`src/rtl/mem_read_arbiter.sv`:
```
// Round-robin arbiter sharing one Avalon-style memory read master among NUM_REQ requesters.
// Optional read timeout is built in when MEM_ARB_TIMEOUT_EN is defined.
module mem_read_arbiter #(
  parameter int NUM_REQ        = 4,
  parameter int ADDR_WIDTH     = 32,
  parameter int DATA_WIDTH     = 16,
  parameter int TIMEOUT_CYCLES = 255
) (
  input  logic                          algorithm_clock,
  input  logic                          algorithm_reset,
  input  logic [NUM_REQ-1:0]            req_valid,
  input  logic [NUM_REQ*ADDR_WIDTH-1:0] req_addr,
  output logic [NUM_REQ-1:0]            req_ack,
  output logic [NUM_REQ-1:0]            rsp_valid,
  output logic [DATA_WIDTH-1:0]         rsp_data,
  output logic                          rsp_error,
  output logic                          mem_read_enable,
  output logic [ADDR_WIDTH-1:0]         mem_addr,
  input  logic                          wait_request,
  input  logic                          mem_read_ready,
  input  logic [DATA_WIDTH-1:0]         mem_read_data,
  output logic                          busy
);

  localparam int GW = (NUM_REQ > 1) ? $clog2(NUM_REQ) : 1;
  localparam logic [GW-1:0]      LAST_IDX = GW'(NUM_REQ - 1);
  localparam logic [NUM_REQ-1:0] ONE_HOT0 = NUM_REQ'(1);

  typedef enum logic [1:0] {
    S_IDLE      = 2'd0,
    S_ISSUE     = 2'd1,
    S_WAIT_DATA = 2'd2
  } state_t;

  state_t                r_state, w_state_nxt;
  logic [GW-1:0]         r_grant, w_grant_nxt;
  logic [GW-1:0]         r_last_grant, w_last_grant_nxt;
  logic [NUM_REQ-1:0]    r_req_ack, w_req_ack_nxt;
  logic [NUM_REQ-1:0]    r_rsp_valid, w_rsp_valid_nxt;
  logic [DATA_WIDTH-1:0] r_rsp_data, w_rsp_data_nxt;
  logic                  r_mem_read_enable, w_mem_read_enable_nxt;
  logic [ADDR_WIDTH-1:0] r_mem_addr, w_mem_addr_nxt;
  logic                  r_busy;
  logic                  w_found;
  logic [GW-1:0]         w_pick;
  logic [ADDR_WIDTH-1:0] w_pick_addr;

`ifdef MEM_ARB_TIMEOUT_EN
  localparam logic [15:0] TMO_LAST = 16'(TIMEOUT_CYCLES - 1);
  logic [15:0] r_timer, w_timer_nxt;
  logic        r_rsp_error, w_rsp_error_nxt;
`endif

  function automatic logic [GW-1:0] rr_idx(input logic [GW-1:0] base, input int k);
    return GW'((int'(base) + k) % NUM_REQ);
  endfunction

  // Round-robin search starting just after the previous winner.
  always_comb begin
    w_found = 1'b0;
    w_pick  = r_last_grant;
    for (int k = 1; k <= NUM_REQ; k++) begin
      if (!w_found && req_valid[rr_idx(r_last_grant, k)]) begin
        w_found = 1'b1;
        w_pick  = rr_idx(r_last_grant, k);
      end else begin
        w_found = w_found;
      end
    end
  end

  // Address slice of the requester selected by the search.
  always_comb begin
    w_pick_addr = req_addr[ADDR_WIDTH-1:0];
    for (int i = 0; i < NUM_REQ; i++) begin
      if (w_pick == GW'(i)) begin
        w_pick_addr = req_addr[i*ADDR_WIDTH +: ADDR_WIDTH];
      end else begin
        w_pick_addr = w_pick_addr;
      end
    end
  end

  // Next-state and next-output logic.
  always_comb begin
    w_state_nxt           = r_state;
    w_grant_nxt           = r_grant;
    w_last_grant_nxt      = r_last_grant;
    w_req_ack_nxt         = '0;
    w_rsp_valid_nxt       = '0;
    w_rsp_data_nxt        = r_rsp_data;
    w_mem_read_enable_nxt = 1'b0;
    w_mem_addr_nxt        = r_mem_addr;
`ifdef MEM_ARB_TIMEOUT_EN
    w_timer_nxt           = r_timer;
    w_rsp_error_nxt       = 1'b0;
`endif
    case (r_state)
      S_IDLE: begin
        if (w_found) begin
          w_grant_nxt           = w_pick;
          w_last_grant_nxt      = w_pick;
          w_mem_addr_nxt        = w_pick_addr;
          w_req_ack_nxt         = ONE_HOT0 << w_pick;
          w_mem_read_enable_nxt = 1'b1;
          w_state_nxt           = S_ISSUE;
        end else begin
          w_state_nxt = S_IDLE;
        end
      end
      S_ISSUE: begin
        if (!wait_request) begin
          w_mem_read_enable_nxt = 1'b0;
          w_state_nxt           = S_WAIT_DATA;
`ifdef MEM_ARB_TIMEOUT_EN
          w_timer_nxt           = 16'd0;
`endif
        end else begin
          w_mem_read_enable_nxt = 1'b1;
        end
      end
      S_WAIT_DATA: begin
        if (mem_read_ready) begin
          w_rsp_data_nxt  = mem_read_data;
          w_rsp_valid_nxt = ONE_HOT0 << r_grant;
          w_state_nxt     = S_IDLE;
        end
`ifdef MEM_ARB_TIMEOUT_EN
        // A ready on the terminal cycle wins over the timeout above.
        else if (r_timer == TMO_LAST) begin
          w_rsp_data_nxt  = '0;
          w_rsp_valid_nxt = ONE_HOT0 << r_grant;
          w_rsp_error_nxt = 1'b1;
          w_state_nxt     = S_IDLE;
        end else begin
          w_timer_nxt = r_timer + 16'd1;
        end
`else
        else begin
          w_state_nxt = S_WAIT_DATA;
        end
`endif
      end
      default: begin
        w_state_nxt = S_IDLE;
      end
    endcase
  end

  // State and registered outputs.
  always_ff @(posedge algorithm_clock or posedge algorithm_reset) begin
    if (algorithm_reset) begin
      r_state           <= S_IDLE;
      r_grant           <= '0;
      r_last_grant      <= LAST_IDX;
      r_req_ack         <= '0;
      r_rsp_valid       <= '0;
      r_rsp_data        <= '0;
      r_mem_read_enable <= 1'b0;
      r_mem_addr        <= '0;
      r_busy            <= 1'b0;
    end else begin
      r_state           <= w_state_nxt;
      r_grant           <= w_grant_nxt;
      r_last_grant      <= w_last_grant_nxt;
      r_req_ack         <= w_req_ack_nxt;
      r_rsp_valid       <= w_rsp_valid_nxt;
      r_rsp_data        <= w_rsp_data_nxt;
      r_mem_read_enable <= w_mem_read_enable_nxt;
      r_mem_addr        <= w_mem_addr_nxt;
      r_busy            <= (w_state_nxt != S_IDLE);
    end
  end

`ifdef MEM_ARB_TIMEOUT_EN
  // Read timeout counter and error flag.
  always_ff @(posedge algorithm_clock or posedge algorithm_reset) begin
    if (algorithm_reset) begin
      r_timer     <= 16'd0;
      r_rsp_error <= 1'b0;
    end else begin
      r_timer     <= w_timer_nxt;
      r_rsp_error <= w_rsp_error_nxt;
    end
  end

  assign rsp_error = r_rsp_error;
`else
  // TIMEOUT_CYCLES has no role without the timeout feature.
  if (TIMEOUT_CYCLES < 1) begin : g_no_timeout
  end

  assign rsp_error = 1'b0;
`endif

  assign req_ack         = r_req_ack;
  assign rsp_valid       = r_rsp_valid;
  assign rsp_data        = r_rsp_data;
  assign mem_read_enable = r_mem_read_enable;
  assign mem_addr        = r_mem_addr;
  assign busy            = r_busy;

endmodule
```
`config.mk`:
```
export PLATFORM = sky130hd
export DESIGN_NAME = mem_read_arbiter
export DESIGN_NICKNAME = d
export VERILOG_FILES = /design/src/rtl/mem_read_arbiter.sv
export SDC_FILE = /design/constraint.sdc
export NUM_CORES = 1
export LEC_CHECK = 0
export ABC_AREA = 1
export BUFFER_PORTS_ARGS = -buffer_cell sky130_fd_sc_hd__buf_2
export CAP_MARGIN = 10
export CORE_MARGIN = 2
export CORE_UTILIZATION = 35
export CTS_BUF_LIST = sky130_fd_sc_hd__clkbuf_16
export DETAILED_ROUTE_END_ITERATION = 10
export HOLD_SLACK_MARGIN = 0.06
export PLACE_DENSITY = 0.68
export SYNTH_ARGS = -nofsm -noshare
export SYNTH_HDL_FRONTEND = slang
export SYNTH_SLANG_ARGS = --single-unit
```
`constraint.sdc`:
```
create_clock -name algorithm_clock -period 1.8 [get_ports algorithm_clock]
set_input_delay 0.09 -clock algorithm_clock [delete_from_list [all_inputs] [get_ports algorithm_clock]]
set_output_delay 0.09 -clock algorithm_clock [all_outputs]
set_load 0.05 [all_outputs]
```
## Yosys cells after proc, flatten, opt, wreduce, memory -nomap -nowiden

Cells that the tools add are included.
Widths: inputs -> output; s select.

- Register bits: 64
- Output and inout port bits: 59

- $add $sub $neg: 4
- Magnitude comparators: 4
- Equality and inequality tests: 5
- Shift operators: 2
- Multiplexer cells: 30
- Reduce and logical (&&, ||, !) cells: 10

Operators with widths:

| kind | count |
|---|---|
| $mux 32 | 3 |
| $mux 4 | 4 |
| $lt 2x3->1 const B | 4 |
| $mux 2 | 6 |
| $mux 1 | 11 |
| $bmux 1 s2 | 4 |
| $shl 1x2->4 const A | 2 |
| $eq 2x2->1 const B | 3 |
| $pmux 2 s3 | 1 |
| $add 2x1->2 const B | 2 |
| $add 2x2->2 const B | 2 |
| $eq 2x1->1 const B | 2 |
| $reduce_and 2->1 | 2 |
| $logic_and 1x1->1 | 3 |
| $logic_not 1->1 | 3 |
| $logic_not 2->1 | 1 |
| $pmux 1 s2 | 1 |
| $reduce_bool 2->1 | 1 |

## Logic depth before layout (Yosys ltp)

- Word-level depth: 17
- Mapped depth: 17
- Mapped depth without buffers: 15

## Least setup slack after synthesis

No wires, ideal clock.

- Path type: reg-to-reg
- Start: register r_last_grant[0]
- End: register r_mem_addr[22] (netlist: mem_addr[22])
- Setup time: 0.118 ns
- Arrival time: 1.872 ns
- Slack: -0.190 ns
- Cell stages (with the launch flop): 17
- Period minus slack after synthesis: 1.990 ns
- Cells stage by stage: dfstp_2 buf_6 inv_6 nand2_1 nand3_1 nand2_1 inv_1 nor2_8 nand3_2 nand2_4 buf_12 buf_8 nand4_1 nand3_1 nand2_1 nand2_1 nand2_1

- Longest elaborated chain between the ends: 17
- Elaborated cells between the ends (all ways): 33
- Classes of those cells: 4 x add/sub; 3 x eq/ne; 19 x mux; 7 x reduce/logical

Ends and longest elaborated chain:

| item | line | source |
|---|---|---|
| start, declared | 37 | `logic [GW-1:0] r_last_grant, w_last_grant_nxt;` |
| start signal, assigned | 165 | `r_last_grant <= w_last_grant_nxt;` |
| $add 2x1->2 | 55 | `return GW'((int'(base) + k) % NUM_REQ);` |
| $bmux 1 s2 | 63 | `if (!w_found && req_valid[rr_idx(r_last_grant, k)]) begin` |
| $mux 1 (not written as such) | 63 |  |
| $mux 1 | 63 |  |
| $logic_not 1->1 | 63 |  |
| $logic_and 1x1->1 | 63 |  |
| $mux 1 | 63 |  |
| $logic_not 1->1 | 63 |  |
| $logic_and 1x1->1 | 63 |  |
| $mux 1 | 63 |  |
| $logic_not 1->1 | 63 |  |
| $logic_and 1x1->1 | 63 |  |
| $mux 2 | 63 |  |
| $eq 2x1->1 | 76 | `if (w_pick == GW'(i)) begin` |
| $mux 32 (3 in a row) | 76 |  |
| end signal, assigned | 170 | `r_mem_addr <= w_mem_addr_nxt;` |
| end, declared | 42 | `logic [ADDR_WIDTH-1:0] r_mem_addr, w_mem_addr_nxt;` |

Parallel ways exist; a longest one is shown, timed or not. The select of a mux whose other input is x is not followed.
A chain may end at the register's enable or synchronous reset.

## Worst setup path after layout

- Start: register r_last_grant[0]
- End: register r_mem_addr[24] (netlist: mem_addr[24])

The elaborated chain is that of the path after synthesis.

==> out/results.txt <==
DR WL/cell - 13.85 µm
Clock Latency Late Sink - 0.33 ns
Buf+Inv Stages, Crit Path - 2
Filler instances - 1,098
Num ports - 211
Initial antenna violation count - 0
Crit-path max FO - 7
Clock buffer depth - 2
CP Cell Sequence - buf_4, nand2_1, nand2_4, nand2_2, nand2_2, nand3_4, nand2_4, nand2_8, nand3_4, buf_4, nand2_1, nand3_1, nand2_1, nand2_1, nand2_1
R2r startpoint - r_last_grant[0]$_DFFE_PP1P_
Post-Synth Simple-Gate Area - 32.25%
Max-cap violations - 0
PortBufs - 209
Nets - 996
Initial Utilization - 35.52%
Final setup fails - 43
Final WS setup - -0.3319 ns
Failing checks - setup timing
Yosys warnings - 0
Gr ovfl total - 0
Post-Synthesis Cell Area - 0.004213 mm²
CP Capture Type - flip-flop
Vias per cell - 4.643
F_max - 469.1 MHz
Setup TNS - -11.83 ns
Arr. time, crit path - 2.34 ns
Largest family of logic cells by synthesized area - simple AND/OR/NAND/NOR gates
H-tree depth - 3
Width of the die - 113.7 µm
Post-synthesis sequential area ratio - 38.08%
Iter 0 DRT Violations - 248
Crit start category - flip-flop
Post-Syn Nets - 736
Hold Crit Class - in2reg
Clk root buf - clkbuf_16
Routability-driven placement congestion ratio - 0.7992
Mapped Cells - 584
N_diodes - 0
Fraction of layout cells with a size suffix above 1 - 39.81%
Total CTS buffers - 9
Synth Area in Compound Gates - 8.791%
Commonest non-fill, non-tap cell in the layout - buf_2
Yosys reg bits - 64
CP most frequent cell - nand2_1
Synthesized-area fraction occupied by adder cells - 0%
CTS tree - done
Clock sink total - 64
Routed Antenna Nets - 0
Period minus WS final - 2.132 ns
P&R area growth vs syn - 55.09%
Vias in the first global route - 4,422
Synth cell types - 30
Final Hold Fails - 0
Syn_area_per_cell - 7.214 µm²
Largest net degree at the start of global routing - 30
Worst-path clk slew - 0.06 ns
Crit path kind - reg2reg
Rows - 40
Hold_sp - req_addr[101]
Die H - 113.7 µm
Post-synthesis mux area share - 4.277%
Origin of the worst setup path - r_last_grant[0]$_DFFE_PP1P_
Slew Limit Fails - 0
Worst Skew - 0.007206 ns
RSZ-0062 raised after global routing - yes
DR pass1 iterations - 4
Global Route Usage Sum - 20.90%
Max stage delay on crit path - 0.60 ns
Critical Path Slowest Stage Cell - dfstp_2
Dpl ws - -0.3462 ns
Post-DP HPWL - 9555 µm
Most frequent cells in the layout - buf_2, nand2_1, inv_1, dfrtp_1, o21ai_1
Status - complete, but fails checks
Delay-heaviest family, CP - simple AND/OR/NAND/NOR gates
Worst endpoint required time - 2.01 ns
Routed WL - 13,800 µm
CORE AREA - 0.01186 mm²
Via count - 4,624
DRC - 0
Post-Synth XOR/XNOR Area - 0%
Final worst-path cycle share - 118.4%
Wire length of the first global-routing pass - 21,220 µm
DIE AREA - 0.01293 mm²
==> registers in the layout, indices dropped and copies added, names as in the netlist <==
name             cells
mem_addr            32
rsp_data            16
req_ack              4
rsp_valid            4
r_grant              2
r_last_grant         2
r_state              2
busy                 1
mem_read_enable      1
==> cell families after synthesis <==
family,Yosys count
other,1
buffers and inverters,144
and+or+nand+nor,286
DFF,64
AOI/OAI and AO/OA,73
muxes,16
==> synth_stat cells <==
cell type / number / area [µm²]
nor2_8: 1 / 20.02
buf_12: 3 / 60.06
inv_2: 3 / 11.26
or2_2: 1 / 6.260
buf_2: 11 / 55.05
o21ai_0: 27 / 135.1
o21ai_1: 40 / 200.2
buf_8: 1 / 15.01
nand2_4: 8 / 90.09
inv_6: 1 / 8.760
mux2_2: 16 / 180.2
nor3_1: 5 / 25.02
conb_1: 1 / 3.750
nand3_2: 2 / 20.02
clkbuf_2: 1 / 5.000
buf_4: 6 / 45.04
nor2_1: 5 / 18.77
a21oi_1: 4 / 20.02
dfrtp_1: 62 / 1551
nand2_2: 6 / 37.54
o21ai_2: 1 / 8.760
buf_6: 7 / 78.83
clkbuf_1: 7 / 26.28
dfstp_2: 2 / 52.55
nand3_4: 3 / 52.55
nand2_1: 184 / 690.7
inv_1: 104 / 390.4
nand4_1: 34 / 212.7
nand3_1: 37 / 185.2
o22ai_1: 1 / 6.260
==> final timing paths <==
path	cells past startpoint	slack, ns	end
max	15	-0.33	mem_addr[24]$_DFFE_PP0P_
min	5	0.07	mem_addr[5]$_DFFE_PP0P_
max reg2reg	15	-0.33	mem_addr[24]$_DFFE_PP0P_
min reg2reg	1	0.45	rsp_valid[1]$_DFF_PP0_
max in group asynchronous	4	0.92	r_last_grant[1]$_DFFE_PP1P_
min in group asynchronous	3	0.28	rsp_data[11]$_DFFE_PP0P_
==> metrics by stage <==
step	instance area (µm²)	std cells	utilization, %	hold slack [ns]
2_1_floorplan	4277	584	-	0.2025
3_3_place_gp	5618	941	47.36	0.07246
3_5_place_dp	5618	941	47.36	0.06915
4_1_cts	6402	990	53.98	0.06039
5_1_grt	6534	996	55.08	0.08510
6_report	6534	996	55.08	0.06516
==> worst reg2reg max path: cells and delay by family, from the launching register on <==
family | cells | cell delay, ns
buffers and inverters | 2 | 0.31
flip-flops | 1 | 0.60
AND/OR/NAND/NOR | 13 | 1.09
==> layer usage <==
metal,vias up,global-route usage (%),routed length [µm]
li1,2361,-,-
met1,2075,25.44,5906
met2,175,37.88,6814
met3,13,3.932,900
met4,0,5.610,178
met5,-,0,0
==> layout make-up <==
type | instances | area (µm²) | area share [%]
inverters | 108 | 420.4 | 6.434
clock buffers | 9 | 225.2 | 3.447
repair buffers | 285 | 1891 | 28.94
flip-flops and latches | 64 | 1604 | 24.55
well taps | 147 | 183.9 | 2.815
multi-input cells | 376 | 2085 | 31.90
clock inverters | 7 | 125.1 | 1.915
==> repair_timing <==
action,in CTS,in global routing
setup endpoints to repair,42,43
hold endpoints to repair,64,0
gates cloned,0,2
pin swaps,2,2
gates resized for setup,25,18
hold buffers,30,0
setup buffers,3,4
Power is not shown: default switching activity piles up to over one toggle a cycle in this logic, so the estimate is an artifact.
